## config.mk

```make
export PLATFORM = sky130hd
export DESIGN_NAME = key_decoder_flat
export DESIGN_NICKNAME = d
export VERILOG_FILES = /design/src/rtl/key_decoder_pkg.sv /design/src/rtl/key_decoder_if.sv /design/src/rtl/key_decoder.sv /design/src/flat_wrapper.sv
export SDC_FILE = /design/constraint.sdc
export NUM_CORES = 1
export LEC_CHECK = 0
export CORE_UTILIZATION = 39
export DETAILED_ROUTE_END_ITERATION = 8
export GPL_TIMING_DRIVEN = 0
export PLACE_DENSITY_LB_ADDON = 0.25
export SKIP_LAST_GASP = 1
export SLEW_MARGIN = 20
export SYNTH_ARGS = -nofsm -noshare
export SYNTH_HDL_FRONTEND = slang
export SYNTH_SLANG_ARGS = --single-unit
```

## constraint.sdc

```tcl
create_clock -name clk -period 1.8 [get_ports clk]
set_input_delay 0.36 -clock clk [delete_from_list [all_inputs] [get_ports clk]]
set_output_delay 0.36 -clock clk [all_outputs]
set_load 0.01 [all_outputs]
```

## src/rtl/key_decoder_pkg.sv

```systemverilog
// Shared scancode-set-2 constants, decoder state encoding and held-key record.
// The KEY_WASD_EN macro adds the WASD alias bits to the held-key record.
package kbd_pkg;

    localparam logic [7:0] SC_SPACE  = 8'h29;
    localparam logic [7:0] SC_LEFT   = 8'h6B;
    localparam logic [7:0] SC_RIGHT  = 8'h74;
    localparam logic [7:0] SC_A      = 8'h1C;
    localparam logic [7:0] SC_D      = 8'h23;
    localparam logic [7:0] SC_W      = 8'h1D;
    localparam logic [7:0] SC_EXT    = 8'hE0;
    localparam logic [7:0] SC_PAUSE  = 8'hE1;
    localparam logic [7:0] SC_BREAK  = 8'hF0;
    localparam logic [7:0] SC_BAT    = 8'hAA;
    localparam logic [7:0] SC_ACK    = 8'hFA;
    localparam logic [7:0] SC_RESEND = 8'hFE;
    localparam logic [7:0] SC_ERR0   = 8'h00;
    localparam logic [7:0] SC_ERR1   = 8'hFF;

    // Bytes that follow E1 in the pause sequence and must be swallowed.
    localparam logic [2:0] SKIP_LEN  = 3'd7;

    typedef enum logic [2:0] {
        IDLE,
        EXT,
        BRK,
        EXT_BRK,
        SKIP
    } state_t;

    typedef struct packed {
        logic space;
        logic left;
        logic right;
`ifdef KEY_WASD_EN
        logic w;
        logic a;
        logic d;
`endif
    } held_t;

    function automatic logic is_prefix(input logic [7:0] b);
        return (b == SC_EXT) || (b == SC_PAUSE);
    endfunction

endpackage

```

## src/rtl/key_decoder_if.sv

```systemverilog
// Byte stream from the PS/2 receiver plus the decoded key levels and error pulse.
interface key_decoder_if;

    logic [7:0] rx_data;
    logic       rx_valid;
    logic       key_space;
    logic       key_left;
    logic       key_right;
    logic       seq_err;

    modport master (
        output rx_data, rx_valid,
        input  key_space, key_left, key_right, seq_err
    );

    modport slave (
        input  rx_data, rx_valid,
        output key_space, key_left, key_right, seq_err
    );

endinterface

```

## src/rtl/key_decoder.sv

```systemverilog
// Scancode-set-2 decoder for space/left/right with prefix tracking and stall timeout.
// Define KEY_WASD_EN to alias W/A/D onto space/left/right.
module key_decoder
    import kbd_pkg::*;
#(
    parameter int TIMEOUT_CYCLES = 100_000
) (
    input  logic          clk,
    input  logic          rst,
    key_decoder_if.slave  bus
);

    localparam int              CNT_W    = (TIMEOUT_CYCLES > 2) ? $clog2(TIMEOUT_CYCLES) : 1;
    localparam logic [CNT_W-1:0] TMO_LAST = CNT_W'(TIMEOUT_CYCLES - 1);

    state_t           state_q, state_d;
    logic [2:0]       skip_q, skip_d;
    logic [CNT_W-1:0] cnt_q, cnt_d;
    held_t            held_q, held_d;
    logic             err_q, err_d;

    logic             special_clr;
    logic             special_err;
    logic             ignored;
    logic             tmo;

    assign special_clr = (bus.rx_data == SC_BAT);
    assign special_err = (bus.rx_data == SC_ERR0) || (bus.rx_data == SC_ERR1);
    assign ignored     = (bus.rx_data == SC_ACK) || (bus.rx_data == SC_RESEND);
    // A byte on the expiry cycle wins, so expiry only counts without rx_valid.
    assign tmo         = (state_q != IDLE) && (cnt_q == TMO_LAST) && !bus.rx_valid;

    function automatic held_t apply_code(input held_t h, input logic [7:0] code,
                                         input logic ext, input logic mk);
        held_t r;
        r = h;
        if (!ext && code == SC_SPACE) r.space = mk;
        if ( ext && code == SC_LEFT)  r.left  = mk;
        if ( ext && code == SC_RIGHT) r.right = mk;
`ifdef KEY_WASD_EN
        if (!ext && code == SC_W)     r.w     = mk;
        if (!ext && code == SC_A)     r.a     = mk;
        if (!ext && code == SC_D)     r.d     = mk;
`endif
        return r;
    endfunction

    always_ff @(posedge clk or posedge rst) begin
        if (rst) begin
            state_q <= IDLE;
            skip_q  <= '0;
            cnt_q   <= '0;
            held_q  <= '0;
            err_q   <= 1'b0;
        end else begin
            state_q <= state_d;
            skip_q  <= skip_d;
            cnt_q   <= cnt_d;
            held_q  <= held_d;
            err_q   <= err_d;
        end
    end

    always_comb begin : next_state
        state_d = state_q;
        skip_d  = skip_q;
        if (bus.rx_valid) begin
            if (special_clr || special_err) begin
                state_d = IDLE;
                skip_d  = '0;
            end else if (!ignored) begin
                unique case (state_q)
                    IDLE, EXT, BRK, EXT_BRK: begin
                        if (bus.rx_data == SC_EXT) begin
                            state_d = EXT;
                        end else if (bus.rx_data == SC_PAUSE) begin
                            state_d = SKIP;
                            skip_d  = SKIP_LEN;
                        end else if (bus.rx_data == SC_BREAK && state_q == IDLE) begin
                            state_d = BRK;
                        end else if (bus.rx_data == SC_BREAK && state_q == EXT) begin
                            state_d = EXT_BRK;
                        end else begin
                            state_d = IDLE;
                        end
                    end
                    SKIP: begin
                        if (skip_q <= 3'd1) begin
                            state_d = IDLE;
                            skip_d  = '0;
                        end else begin
                            skip_d  = skip_q - 3'd1;
                        end
                    end
                    default: state_d = IDLE;
                endcase
            end
        end else if (tmo) begin
            state_d = IDLE;
            skip_d  = '0;
        end
    end

    always_comb begin : outputs
        held_d = held_q;
        err_d  = 1'b0;
        cnt_d  = '0;
        if (!bus.rx_valid && state_q != IDLE && !tmo) cnt_d = cnt_q + CNT_W'(1);
        if (bus.rx_valid) begin
            if (special_clr) begin
                held_d = '0;
            end else if (special_err) begin
                held_d = '0;
                err_d  = 1'b1;
            end else if (!ignored) begin
                unique case (state_q)
                    IDLE: begin
                        if (!is_prefix(bus.rx_data) && bus.rx_data != SC_BREAK)
                            held_d = apply_code(held_q, bus.rx_data, 1'b0, 1'b1);
                    end
                    EXT: begin
                        if (is_prefix(bus.rx_data)) err_d = 1'b1;
                        else if (bus.rx_data != SC_BREAK)
                            held_d = apply_code(held_q, bus.rx_data, 1'b1, 1'b1);
                    end
                    BRK, EXT_BRK: begin
                        if (is_prefix(bus.rx_data)) err_d = 1'b1;
                        else held_d = apply_code(held_q, bus.rx_data, state_q == EXT_BRK, 1'b0);
                    end
                    default: ;
                endcase
            end
        end else if (tmo) begin
            err_d = 1'b1;
        end
    end

`ifdef KEY_WASD_EN
    assign bus.key_space = held_q.space | held_q.w;
    assign bus.key_left  = held_q.left  | held_q.a;
    assign bus.key_right = held_q.right | held_q.d;
`else
    assign bus.key_space = held_q.space;
    assign bus.key_left  = held_q.left;
    assign bus.key_right = held_q.right;
`endif
    assign bus.seq_err   = err_q;

endmodule

```

## src/flat_wrapper.sv

```systemverilog
// flat-port wrapper written by rule: the top's interface ports become plain ports
module key_decoder_flat import kbd_pkg::*;
#(
    parameter int TIMEOUT_CYCLES = 100_000
)
  (clk, rst, bus_rx_data, bus_rx_valid, bus_key_space, bus_key_left, bus_key_right, bus_seq_err);
  key_decoder_if bus_i ();
  input  logic clk;
  input  logic rst;
  input wire logic [$bits(bus_i.rx_data)-1:0] bus_rx_data;
  input wire logic [$bits(bus_i.rx_valid)-1:0] bus_rx_valid;
  output wire logic [$bits(bus_i.key_space)-1:0] bus_key_space;
  output wire logic [$bits(bus_i.key_left)-1:0] bus_key_left;
  output wire logic [$bits(bus_i.key_right)-1:0] bus_key_right;
  output wire logic [$bits(bus_i.seq_err)-1:0] bus_seq_err;
  assign bus_i.rx_data = bus_rx_data;
  assign bus_i.rx_valid = bus_rx_valid;
  assign bus_key_space = bus_i.key_space;
  assign bus_key_left = bus_i.key_left;
  assign bus_key_right = bus_i.key_right;
  assign bus_seq_err = bus_i.seq_err;
  key_decoder #(.TIMEOUT_CYCLES(TIMEOUT_CYCLES)) u_core (.clk(clk), .rst(rst), .bus(bus_i));
endmodule
```

* Word-level counts from Yosys, hierarchy flattened
Cells that the tools add are included.
** Storage, ports and cells
- Register bits :: 27
- Logic and storage cells :: 115
** Cells by class
- Add/subtract/negate cells :: 2
- Order comparisons :: 1
- Equality and inequality tests :: 34
- Mux-type cells :: 39
- Reductions and logical operators :: 32
** Operator list (number)
- 2-to-1 mux 3 bit :: 20
- == test 8 bit, second input constant :: 7
- inequality test 4 x 2 -> 1 bit, second input constant :: 9
- AND reduction 9 bit :: 2
- adder 17 x 1 -> 17 bit, second input constant :: 1
- == test 17 bit, second input constant :: 1
- 2-to-1 mux 17 bit :: 1
- == test 8 x 7 -> 1 bit, second input constant :: 2
- inequality test 4 x 1 -> 1 bit, second input constant :: 4
- 2-to-1 mux 1 bit :: 13
- one-hot mux 3 bit (2 select lines) :: 2
- logical AND 1 bit :: 10
- inequality test 3 x 1 -> 1 bit, second input constant :: 3
- one-hot mux 3 bit (3 select lines) :: 1
- == test 8 x 6 -> 1 bit, second input constant :: 1
- logical NOT 8 bit :: 1
- inequality test 8 bit, second input constant :: 1
- AND reduction 8 bit :: 1
- nonzero test 4 bit :: 2
- == test 3 x 2 -> 1 bit, second input constant :: 2
- AND reduction 5 bit :: 1
- logical NOT 1 bit :: 4
- logical OR 1 bit :: 4
- 2-to-1 mux 2 bit :: 2
- other kinds (13) :: 13

* Logic depth before layout (Yosys ltp)
Gate-level depths: netlist (run 1).
- Depth after elaboration :: 10
- Gate-level depth with buffers :: 9
- Gate-level depth less buffers :: 7

* Worst setup path after synthesis (run 1)
OpenSTA, ideal clock, no wires.
- Path type :: flip-flop to flip-flop
- Start :: register u_core.cnt_q[0]
- End :: register u_core.cnt_q[9]
- Setup time :: 71 ps
- Arrival time :: 1802 ps
- Slack :: -73 ps
- Cell stages (with the launch flop) :: 10
- Path buffers :: 3
- Period minus slack after synthesis :: 1873 ps
- Cell sequence :: dfrtp_1 ha_1 and4_1 clkbuf_1 and2_1 a31oi_2 nand2b_1 buf_4 buf_6 nor2_1
** On the way
- Cells in the longest elaborated chain, start to end :: 6
- Elaborated cells on any way between the ends :: 7
- Classes of those cells :: add/sub: 1; eq/ne: 1; mux: 1; reduce/logical: 4
** Ends and longest elaborated chain
- start: declaration :: RTL line key_decoder.sv:18 : logic [CNT_W-1:0] cnt_q, cnt_d;
- start signal: assignment :: RTL line key_decoder.sv:58 : cnt_q <= cnt_d;
- branches (longest 5 deep; another with adder 17 x 1 -> 17 bit)
- 2-to-1 mux 17 bit (*) :: RTL line key_decoder.sv:108 : if (!bus.rx_valid && state_q != IDLE && !tmo) cnt_d = cnt_q + CNT_W'(1);
- named net u_core.cnt_d[9] :: RTL line key_decoder.sv:18
Mark *: on every way through the listed nets, which the timed path passes.
A chain may end at the register's enable or synchronous reset.

* Final worst setup path (run 1)
- Start :: input port bus_rx_data[3]
- End :: register u_core.state_q[0]
** On the way
- Cells in the longest elaborated chain, start to end :: 10
- Elaborated cells on any way between the ends :: 24
- Classes of those cells :: eq/ne: 9; mux: 8; reduce/logical: 7
** Ends and longest elaborated chain
- start: declaration :: RTL line flat_wrapper.sv:10 : input wire logic [$bits(bus_i.rx_data)-1:0] bus_rx_data;
- == test 8 bit :: RTL line key_decoder.sv:79, key_decoder.sv:81
- logical AND 1 bit :: RTL line key_decoder.sv:81 : end else if (bus.rx_data == SC_BREAK && state_q == EXT) begin
- 2-to-1 mux 2 bit :: RTL line key_decoder.sv:81
- 2-to-1 mux 3 bit :: RTL line key_decoder.sv:79 : end else if (bus.rx_data == SC_BREAK && state_q == IDLE) begin
- 2-to-1 mux 3 bit :: RTL line key_decoder.sv:76 : end else if (bus.rx_data == SC_PAUSE) begin
- 2-to-1 mux 3 bit :: RTL line key_decoder.sv:74 : if (bus.rx_data == SC_EXT) begin
- one-hot mux 3 bit (2 select lines) :: RTL line key_decoder.sv:72 : unique case (state_q)
- 2-to-1 mux 3 bit :: RTL line key_decoder.sv:71 : end else if (!ignored) begin
- 2-to-1 mux 3 bit :: RTL line key_decoder.sv:68 : if (special_clr || special_err) begin
- 2-to-1 mux 3 bit :: RTL line key_decoder.sv:67 : if (bus.rx_valid) begin
- end signal: assignment :: RTL line key_decoder.sv:56 : state_q <= state_d;
- end: declaration :: RTL line key_decoder.sv:16 : state_t state_q, state_d;
Several ways; a longest one is shown, not always the timed one. The select of a mux whose other input is x is not followed.

==> impl_metrics.env, run 1 <==
export IMPL_status="complete, but fails checks"
export IMPL_failed_checks="negative setup slack"
export IMPL_yosys_warnings=0
export IMPL_power_leakage_nw=0.794
export IMPL_die_h_um=66.2
export IMPL_clock_sinks=27
export IMPL_layout_cells_most_common="nor2_1"
export IMPL_cp_top_family="simple AND/OR/NAND/NOR gates"
export IMPL_fin_ws_ns=-0.0155
export IMPL_grt_first_pass_wirelength_um=5980
export IMPL_hpwl_um=2490
export IMPL_clock_skew_ns=0.00836
export IMPL_critPathMaxStageDelay_ns=0.57
export IMPL_dpl_instance_area_sq_um=1810
export IMPL_syn_nets=191
export IMPL_grt_start_max_net_pins=28
export IMPL_syn_avg_cell_area_sq_um=9.07
export IMPL_final_cell_mix="28 x nor2_1, 26 x dfrtp_1, 14 x nand2_1, 12 x nand3_1, 9 x buf_4"
export IMPL_nets=219
export IMPL_synth_cells=177
export IMPL_final_max_slew_viol_count=0
export IMPL_drv_cap=0
export IMPL_yosysUniqueCellTypes=45
export IMPL_synth_top_area_cell="dfrtp_1"
export IMPL_insertion_delay_ns=0.27
export IMPL_first_global_vias=1401
export IMPL_viasPerCell=5.63
export IMPL_relSlewSlack_pct=62.3
export IMPL_r2r_cells=6
export IMPL_drive_gt1_share_pct=24.0
export IMPL_crit_slowest_cell="or4_4"
export IMPL_synth_top_cell_area_share_pct=42.1
export IMPL_drc_errors=0
export IMPL_antennaDiodeCount=0
export IMPL_path_clk_slew_ns=0.10
export IMPL_final_cell_area_sq_um=2000
export IMPL_synth_main_ff_cell="dfrtp_1"
export IMPL_grt_ovfl_total=0
export IMPL_initial_utilization_pct=42.3
export IMPL_crit_type="in -> reg"
export IMPL_core_area_sq_um=3800
export IMPL_timing_final_hold_violations=0
export IMPL_critPathMaxFanout=8
export IMPL_wire_per_inst_um=14.4
export IMPL_cp_num_buf_inv=1
export IMPL_ant_nets=0
export IMPL_synthTopCellsByArea="dfrtp_1 42%, nor2_1 8.2%, xor2_1 4.4%"
export IMPL_power_density_nw_per_um2=579
export IMPL_drt_iter0_markers=90
export IMPL_port_buffers=12
export IMPL_ioPinCount=15
export IMPL_hold_ws_ns=0.453
export IMPL_synth_edf_count=0
export IMPL_cts_tree="yes"
export IMPL_worstMarginPinSlew_ns=0.565
export IMPL_rows=22
export IMPL_finalSetupViolations=4
export IMPL_numCtsBuffers=3
export IMPL_root_buffer="clkbuf_8"
export IMPL_ys_async_sr_fraction_pct=100
export IMPL_cp_start_kind="primary input"
export IMPL_ys_ff_latch=27
export IMPL_num_vias=1419
export IMPL_fillers=330
export IMPL_ys_seq_area_share_pct=42.1
export IMPL_area_delta_synth_final_pct=24.9
export IMPL_vdd_drop_max_mv=0.441
export IMPL_cp_arrival_ns=1.98
export IMPL_antenna_found_initial=0
export IMPL_syn_area_sq_um=1610
export IMPL_power_mw=1.16
export IMPL_cp_num_cells=6
export IMPL_floorplan_die_area_sq_um=4380
export IMPL_first_pass_iters=4
export IMPL_die_w_um=66.2
export IMPL_post_route_period_util_pct=101
export IMPL_holdBufCountCts=0
export IMPL_dpl_worst_slack_ns=-0.722
export IMPL_crit_chain="buf_2, or4_4, nor4b_4, nor3b_2, a21o_1, a32o_1"
export IMPL_rsz0062_at_grt="true"
export IMPL_wl_um=3630
export IMPL_htree_num_levels=1
export IMPL_grt_use_total_pct=17.7
export IMPL_max_freq_ghz=0.551
export IMPL_hold_path_class="in -> async"
export IMPL_cts_buffer_depth=2
export IMPL_critPathRequiredTime_ns=1.96
export IMPL_gp_congestion=0.803
export IMPL_end_kind="flip-flop"
export IMPL_min_period_ns=1.82
-- through the flow --
stage	TNS, ns	utilization (%)	instances
2_1_floorplan	0	-	177
3_3_place_gp	-7.22	47.6	237
3_5_place_dp	-8.19	47.6	237
4_1_cts	-0.0138	51.2	250
5_1_grt	-1.44	52.8	252
6_report	-0.0410	52.8	252
-- cell families (layout without fill, tap and decap cells) --
group | Yosys count | count (layout) | synth area share, %
AO/OA/AOI/OAI | 24 | 24 | 11.0
buffers and inverters | 14 | 41 | 5.07
XOR/XNOR | 15 | 15 | 8.18
flip-flops | 27 | 27 | 42.1
AND/OR/NAND/NOR | 94 | 94 | 31.3
adder cells (fa/ha/maj) | 3 | 3 | 2.34
-- metal layers --
| layer | part of all wire, % | up-vias | global-route usage, % |
|---|---|---|---|
| met5 | 0 | - | 0 |
| met4 | 1.0 | 0 | 5.85 |
| met3 | 3.7 | 4 | 2.07 |
| met2 | 51 | 41 | 32.8 |
| met1 | 44 | 699 | 20.9 |
| li1 | - | 675 | - |
-- synthesized netlist by cell type, drive strengths merged, types with 3 or more instances --
cell type	n
dfrtp	27
nor3	4
a31oi	3
o21ai	3
or4	3
nand4	6
ha	3
inv	9
buf	3
and3	3
a21oi	4
xor2	8
nand3	12
xnor2	7
nor4	3
o2bb2ai	3
nand2	14
nor2	35
-- power breakdown --
group,internal (mW),total [mW],switching [mW]
registers,0.627,0.638,0.0117
logic,0.0824,0.172,0.0898
clock network,0.157,0.350,0.193
total,0.866,1.16,0.295
-- worst paths after layout --
| path | start | endpoint | slack [ns] |
|---|---|---|---|
| min reg2reg | u_core.bus.key_left | u_core.bus.key_left | 0.53 |
| max reg2reg | u_core.cnt_q[13] | u_core.skip_q[0] | -0.01 |
| max | bus_rx_data[3] | u_core.state_q[0] | -0.02 |
| min in group clk | bus_rx_data[1] | u_core.bus.key_left | 0.46 |
| max in group asynchronous | rst | u_core.state_q[2] | 0.95 |
| min | rst | u_core.cnt_q[16] | 0.45 |
-- area by class of cell --
cell class	instances	area, sq um	share of cell area (%)
Buffer	4	47.5	2.37
Clock buffer	3	41.3	2.06
Clock inverter	1	7.51	0.375
Inverter	9	33.8	1.69
Multi-Input combinational cell	136	933	46.6
Sequential cell	27	677	33.8
Tap cell	48	60.1	3.00
Timing Repair Buffer	24	204	10.2
-- sequential cells by signal, summed over array words and instances (netlist names) --
register / flops
u_core.cnt_q: 17
u_core.skip_q: 3
u_core.state_q: 3
u_core.bus.key_left: 1
u_core.bus.key_right: 1
u_core.bus.key_space: 1
u_core.bus.seq_err: 1
-- what timing repair did --
action	4_1_cts	5_1_grt
buffers inserted	9	2
resized for setup	27	13
pin swaps	5	1
gates cloned	1	0
endpoints found under the hold margin	0	0
endpoints found under the setup margin	27	21
Note: power is estimated with default switching activity, not from simulation.
==> inputs of run 2 (changes only) <==
Settings changed: CTS_CLUSTER_DIAMETER from default to 120.
Clock period 1.8 ns to 2.1 ns, I/O delays scaled along.
==> run 2 against run 1 <==
Critical path type is now reg -> reg. The flow now finishes without violations. Final area decreased by 5.6%. First-iteration DRC count is 4.4% lower. Power down 14%. Largest cell class unchanged. Worst setup slack better by 0.082 ns. Wire length down 6.6%.
==> impl_metrics.env, run 2 (synthesis gave the netlist of run 1 again) <==
export IMPL_status="completed"
export IMPL_floorplan_die_area_sq_um=4380
export IMPL_cp_start_kind="flip-flop"
export IMPL_largest_reg_flops=17
export IMPL_wl_um=3390
export IMPL_viasPerCell=5.52
export IMPL_vdd_drop_max_mv=0.417
export IMPL_grt_use_total_pct=17.5
export IMPL_antenna_found_initial=0
export IMPL_final_max_slew_viol_count=0
export IMPL_clock_sinks=27
export IMPL_ant_nets=0
export IMPL_antennaDiodeCount=0
export IMPL_critPathRequiredTime_ns=2.27
export IMPL_wire_per_inst_um=13.8
export IMPL_critPathMaxFanout=5
export IMPL_sw_frac_of_total_pct=25.3
export IMPL_instances_no_fill=245
export IMPL_crit_type="reg -> reg"
export IMPL_largest_register="u_core.cnt_q"
export IMPL_ioPinCount=15
export IMPL_die_w_um=66.2
export IMPL_fin_util_pct=49.8
export IMPL_drv_cap=0
export IMPL_cp_arrival_ns=2.20
export IMPL_htree_num_levels=1
export IMPL_num_vias=1353
export IMPL_hpwl_um=2510
export IMPL_layout_cells_most_common="nor2_1"
export IMPL_insertion_delay_ns=0.27
export IMPL_end_kind="flip-flop"
export IMPL_path_clk_slew_ns=0.10
export IMPL_finalSetupViolations=0
export IMPL_dp_cells=237
export IMPL_max_freq_ghz=0.492
export IMPL_post_route_period_util_pct=96.8
export IMPL_drc_errors=0
export IMPL_clock_skew_ns=0.00253
export IMPL_root_buffer="clkbuf_8"
export IMPL_min_period_ns=2.03
export IMPL_drt_iter0_markers=86
export IMPL_rows=22
export IMPL_grt_ovfl_total=0
export IMPL_nets=212
export IMPL_p_sw_mw=0.253
export IMPL_port_buffers=12
export IMPL_first_global_vias=1337
export IMPL_grt_first_pass_wirelength_um=5880
export IMPL_first_pass_iters=4
export IMPL_reg_top3="u_core.cnt_q x17, u_core.skip_q x3, u_core.state_q x3"
export IMPL_worstMarginPinSlew_ns=0.557
export IMPL_gp_congestion=0.793
export IMPL_cts_buffer_depth=2
export IMPL_final_cell_mix="34 x nor2_1, 27 x dfrtp_1, 14 x nand2_1, 12 x nand3_1"
export IMPL_final_cell_area_sq_um=1890
export IMPL_relSlewSlack_pct=62.8
export IMPL_cts_tree="yes"
export IMPL_combPwrFrac_pct=14.3
export IMPL_seqPwrFrac_pct=54.9
export IMPL_power_density_nw_per_um2=527
export IMPL_drive_gt1_share_pct=12.7
export IMPL_grt_start_max_net_pins=28
export IMPL_area_delta_synth_final_pct=17.8
export IMPL_power_frac_clock_pct=30.8
export IMPL_initial_utilization_pct=42.3
export IMPL_core_area_sq_um=3800
export IMPL_dpl_instance_area_sq_um=1790
export IMPL_hold_path_class="reg -> reg"
export IMPL_numCtsBuffers=3
export IMPL_p_int_mw=0.745
export IMPL_timing_final_hold_violations=0
export IMPL_power_leakage_nw=0.765
export IMPL_die_h_um=66.2
==> run 2: cell count changes in the layout (fill, tap and decap cells not counted), moves of 2 or more <==
cell and change:
o2bb2ai_1 +2, nor2_1 +6, buf_4 -3, o2bb2ai_2 -2, buf_6 -4, nor2_2 -6, buf_2 -3, clkdlybuf4s50_1 +2
==> run 2: power groups by stage <==
stage / registers, mW / clock network (mW) / logic (mW)
6_report: 0.548 / 0.308 / 0.142
5_1_grt: 0.550 / 0.335 / 0.156
4_1_cts: 0.548 / 0.321 / 0.138
3_5_place_dp: 0.559 / 0 / 0.138
3_3_place_gp: 0.557 / 0 / 0.133
2_1_floorplan: 0.563 / 0 / 0.0642
==> run 2: final cells by class <==
cell class	instances	area, sq um
Inverter	9	33.8
Multi-Input combinational cell	136	872
Buffer	4	43.8
Clock buffer	3	41.3
Sequential cell	27	676
Clock inverter	1	8.76
Fill cell	348	1910
Timing Repair Buffer	17	156
Tap cell	48	60.1
==> run 2: critical path, stage by stage (launching register included) <==
cell and delay (ns):
dfrtp_1 0.44, or4_1 0.57, nor4_4 0.22, a31oi_4 0.13, buf_4 0.17, a21o_1 0.18, a32o_1 0.21
==> run 2: path summary, 6_finish.rpt <==
kind                       slack, ns        startpoint                end  cells past startpoint
hold reg to reg                 0.49   u_core.cnt_q[0]    u_core.cnt_q[0]                      1
hold / removal                  0.49   u_core.cnt_q[0]    u_core.cnt_q[0]                      1
min in group asynchronous       0.50               rst    u_core.cnt_q[2]                      2
setup / recovery                0.07  u_core.cnt_q[12]  u_core.state_q[0]                      6
max in group asynchronous       1.22               rst   u_core.cnt_q[14]                      2
setup reg to reg                0.07  u_core.cnt_q[12]  u_core.state_q[0]                      6
==> run 2: stage by stage <==
step / setup WS [ns] / TNS, ns / total power, mW / hold slack, ns
after floorplan: 0.227 / 0 / 0.628 / 0.467
after global placement: -0.405 / -3.12 / 0.690 / 0.489
after detailed placement: -0.441 / -3.67 / 0.697 / 0.505
after CTS: -0.0126 / -0.0126 / 1.01 / 0.506
after global routing: -0.000190 / -0.000190 / 1.04 / 0.522
final: 0.0662 / 0 / 0.998 / 0.493
==> run 2: per-layer routing <==
layer | global-route usage (%) | wire length (um) | up-vias
met3 | 3.62 | 88 | 2
met5 | 0 | 0 | -
met2 | 30.5 | 1710 | 22
met4 | 3.99 | 23 | 0
met1 | 22.1 | 1560 | 668
li1 | - | - | 661
==> run 2: what timing repair did <==
action / CTS / global route
pin swaps: 2 / 4
hold buffers: 0 / 0
setup endpoints to repair: 19 / 17
gates resized for setup: 4 / 4
endpoints found under the hold margin: 0 / 0
buffers inserted: 0 / 5
==> inputs of run 3 (changes only) <==
Settings changed: GPL_TIMING_DRIVEN 0 to default, MAX_ROUTING_LAYER from default to met4.
==> run 3 against run 2 <==
Wire length down 1.1%. Worst hold slack better by 0.0023 ns. Combinational power up 8%. Maximum frequency down 0.48%. Clock skew up 0.0015 ns. Non-clock buffer count up 10. Die area unchanged. Critical path type is now in -> reg.
==> impl_metrics.env, run 3 (synthesis gave the netlist of run 1 again) <==
export IMPL_status="completed"
export IMPL_first_pass_iters=4
export IMPL_timing_final_hold_violations=0
export IMPL_cp_start_kind="primary input"
export IMPL_ant_nets=0
export IMPL_hold_path_class="in -> async"
export IMPL_power_density_nw_per_um2=511
export IMPL_port_buffers=14
export IMPL_cp_num_cells=6
export IMPL_critPathMaxStageDelay_ns=0.45
export IMPL_initial_utilization_pct=42.3
export IMPL_area_delta_synth_final_pct=21.2
export IMPL_floorplan_die_area_sq_um=4380
export IMPL_drv_cap=0
export IMPL_path_clk_slew_ns=0.09
export IMPL_end_kind="flip-flop"
export IMPL_dp_cells=250
export IMPL_wire_per_inst_um=13.1
export IMPL_clock_sinks=27
export IMPL_crit_slowest_cell="or4_4"
export IMPL_htree_num_levels=1
export IMPL_drt_iter0_markers=54
export IMPL_clock_skew_ns=0.00400
export IMPL_cts_buffer_depth=2
export IMPL_nets=222
export IMPL_insertion_delay_ns=0.27
export IMPL_final_max_slew_viol_count=0
export IMPL_instances_no_fill=255
export IMPL_grt_start_max_net_pins=28
export IMPL_cp_num_buf_inv=1
export IMPL_num_vias=1345
export IMPL_cp_top_family="simple AND/OR/NAND/NOR gates"
export IMPL_grt_ovfl_total=0
export IMPL_largest_reg_flops=17
export IMPL_drive_gt1_share_pct=15.0
export IMPL_crit_chain="clkdlybuf4s50_1, or4_4, nor4b_4, nor3b_2, a21o_1, a32o_1"
export IMPL_crit_type="in -> reg"
export IMPL_critPathMaxFanout=4
export IMPL_grt_use_total_pct=17.8
export IMPL_min_period_ns=2.04
export IMPL_largest_register="u_core.cnt_q"
export IMPL_gp_congestion=0.828
export IMPL_reg_top3="u_core.cnt_q x17, u_core.skip_q x3, u_core.state_q x3"
export IMPL_wl_um=3350
export IMPL_holdBufCountCts=0
export IMPL_die_w_um=66.2
export IMPL_cp_arrival_ns=2.20
export IMPL_final_cell_mix="35 x nor2_1, 27 x dfrtp_1, 17 x buf_4, 14 x nand2_1, 12 x nand3_1"
export IMPL_final_cell_area_sq_um=1950
export IMPL_antennaDiodeCount=0
export IMPL_viasPerCell=5.27
export IMPL_first_global_vias=1350
export IMPL_relSlewSlack_pct=73.2
export IMPL_r2r_cells=5
export IMPL_critPathRequiredTime_ns=2.26
export IMPL_rsz0062_at_grt="false"
export IMPL_vdd_drop_max_mv=0.526
export IMPL_max_freq_ghz=0.489
export IMPL_rows=22
export IMPL_root_buffer="clkbuf_8"
export IMPL_cts_tree="yes"
export IMPL_grt_first_pass_wirelength_um=5880
export IMPL_ioPinCount=15
export IMPL_numCtsBuffers=3
export IMPL_finalSetupViolations=0
export IMPL_fin_util_pct=51.2
export IMPL_antenna_found_initial=0
export IMPL_power_leakage_nw=0.817
export IMPL_layout_cells_most_common="nor2_1"
export IMPL_post_route_period_util_pct=97.3
export IMPL_hpwl_um=2600
export IMPL_core_area_sq_um=3800
export IMPL_worstMarginPinSlew_ns=0.396
export IMPL_die_h_um=66.2
export IMPL_drc_errors=0
export IMPL_dpl_instance_area_sq_um=1880
## run 3: cell count changes in the layout (fill, tap and decap cells not counted), sizes merged
cell           before  now
buf                 8   17
clkdlybuf4s50       8   11
dlygate4sd2         3    0
dlymetal6s2s        1    3
clkbuf              4    3
clkinvlp            0    1
inv                10    9
## run 3: repair_timing
| action | in CTS | in global routing |
|---|---|---|
| buffers inserted | 0 | 1 |
| setup endpoints to repair | 0 | 6 |
| resized for setup | 0 | 4 |
## run 3: area by class of cell
class	count	area, sq um
tap	48	60.1
sequential	27	676
clock buffer	3	41.3
multi-input combinational	136	852
timing repair buffer	31	275
inverter	9	33.8
fill	353	1850
clock inverter	1	7.51
## run 3: worst paths after layout
kind / start / end / slack, ns
worst max register to register: u_core.cnt_q[13] / u_core.state_q[1] / 0.12
max in group asynchronous: rst / u_core.cnt_q[8] / 1.35
worst min register to register: u_core.cnt_q[0] / u_core.cnt_q[0] / 0.52
min in group clk: u_core.cnt_q[0] / u_core.cnt_q[0] / 0.52
worst max-delay path: bus_rx_data[0] / u_core.state_q[1] / 0.06
worst min-delay path: rst / u_core.cnt_q[3] / 0.50
## run 3: layer usage
| layer | vias up | global-route usage (%) | wire (um) |
|---|---|---|---|
| li1 | 682 | - | - |
| met1 | 645 | 22.2 | 1600 |
| met3 | 2 | 3.62 | 69 |
| met4 | 0 | 2.39 | 19 |
| met2 | 16 | 30.4 | 1660 |
| met5 | - | - | 0 |
## run 3: worst register-to-register path, delay by kind of cell (launching register included)
kind	cells	cell delay, ns
flops	1	0.43
simple gates	2	0.82
compound gates	3	0.62
## run 3: metrics by stage
step	worst slack [ns]	total power, mW	hold slack, ns	TNS, ns
detailed placement	-0.272	0.713	0.513	-2.00
floorplan	0.227	0.628	0.467	0
finish	0.0565	0.995	0.495	0
global route	0.0000198	1.04	0.532	0
global placement	-0.189	0.707	0.497	-1.40
CTS	0.0187	1.01	0.503	0
## run 3: report_power, final
part	switching (mW)	internal (mW)	total, mW	leakage, nW
clock network	0.159	0.134	0.293	0.0217
logic	0.0758	0.0783	0.154	0.431
registers	0.0105	0.537	0.548	0.364
total	0.245	0.750	0.995	0.817
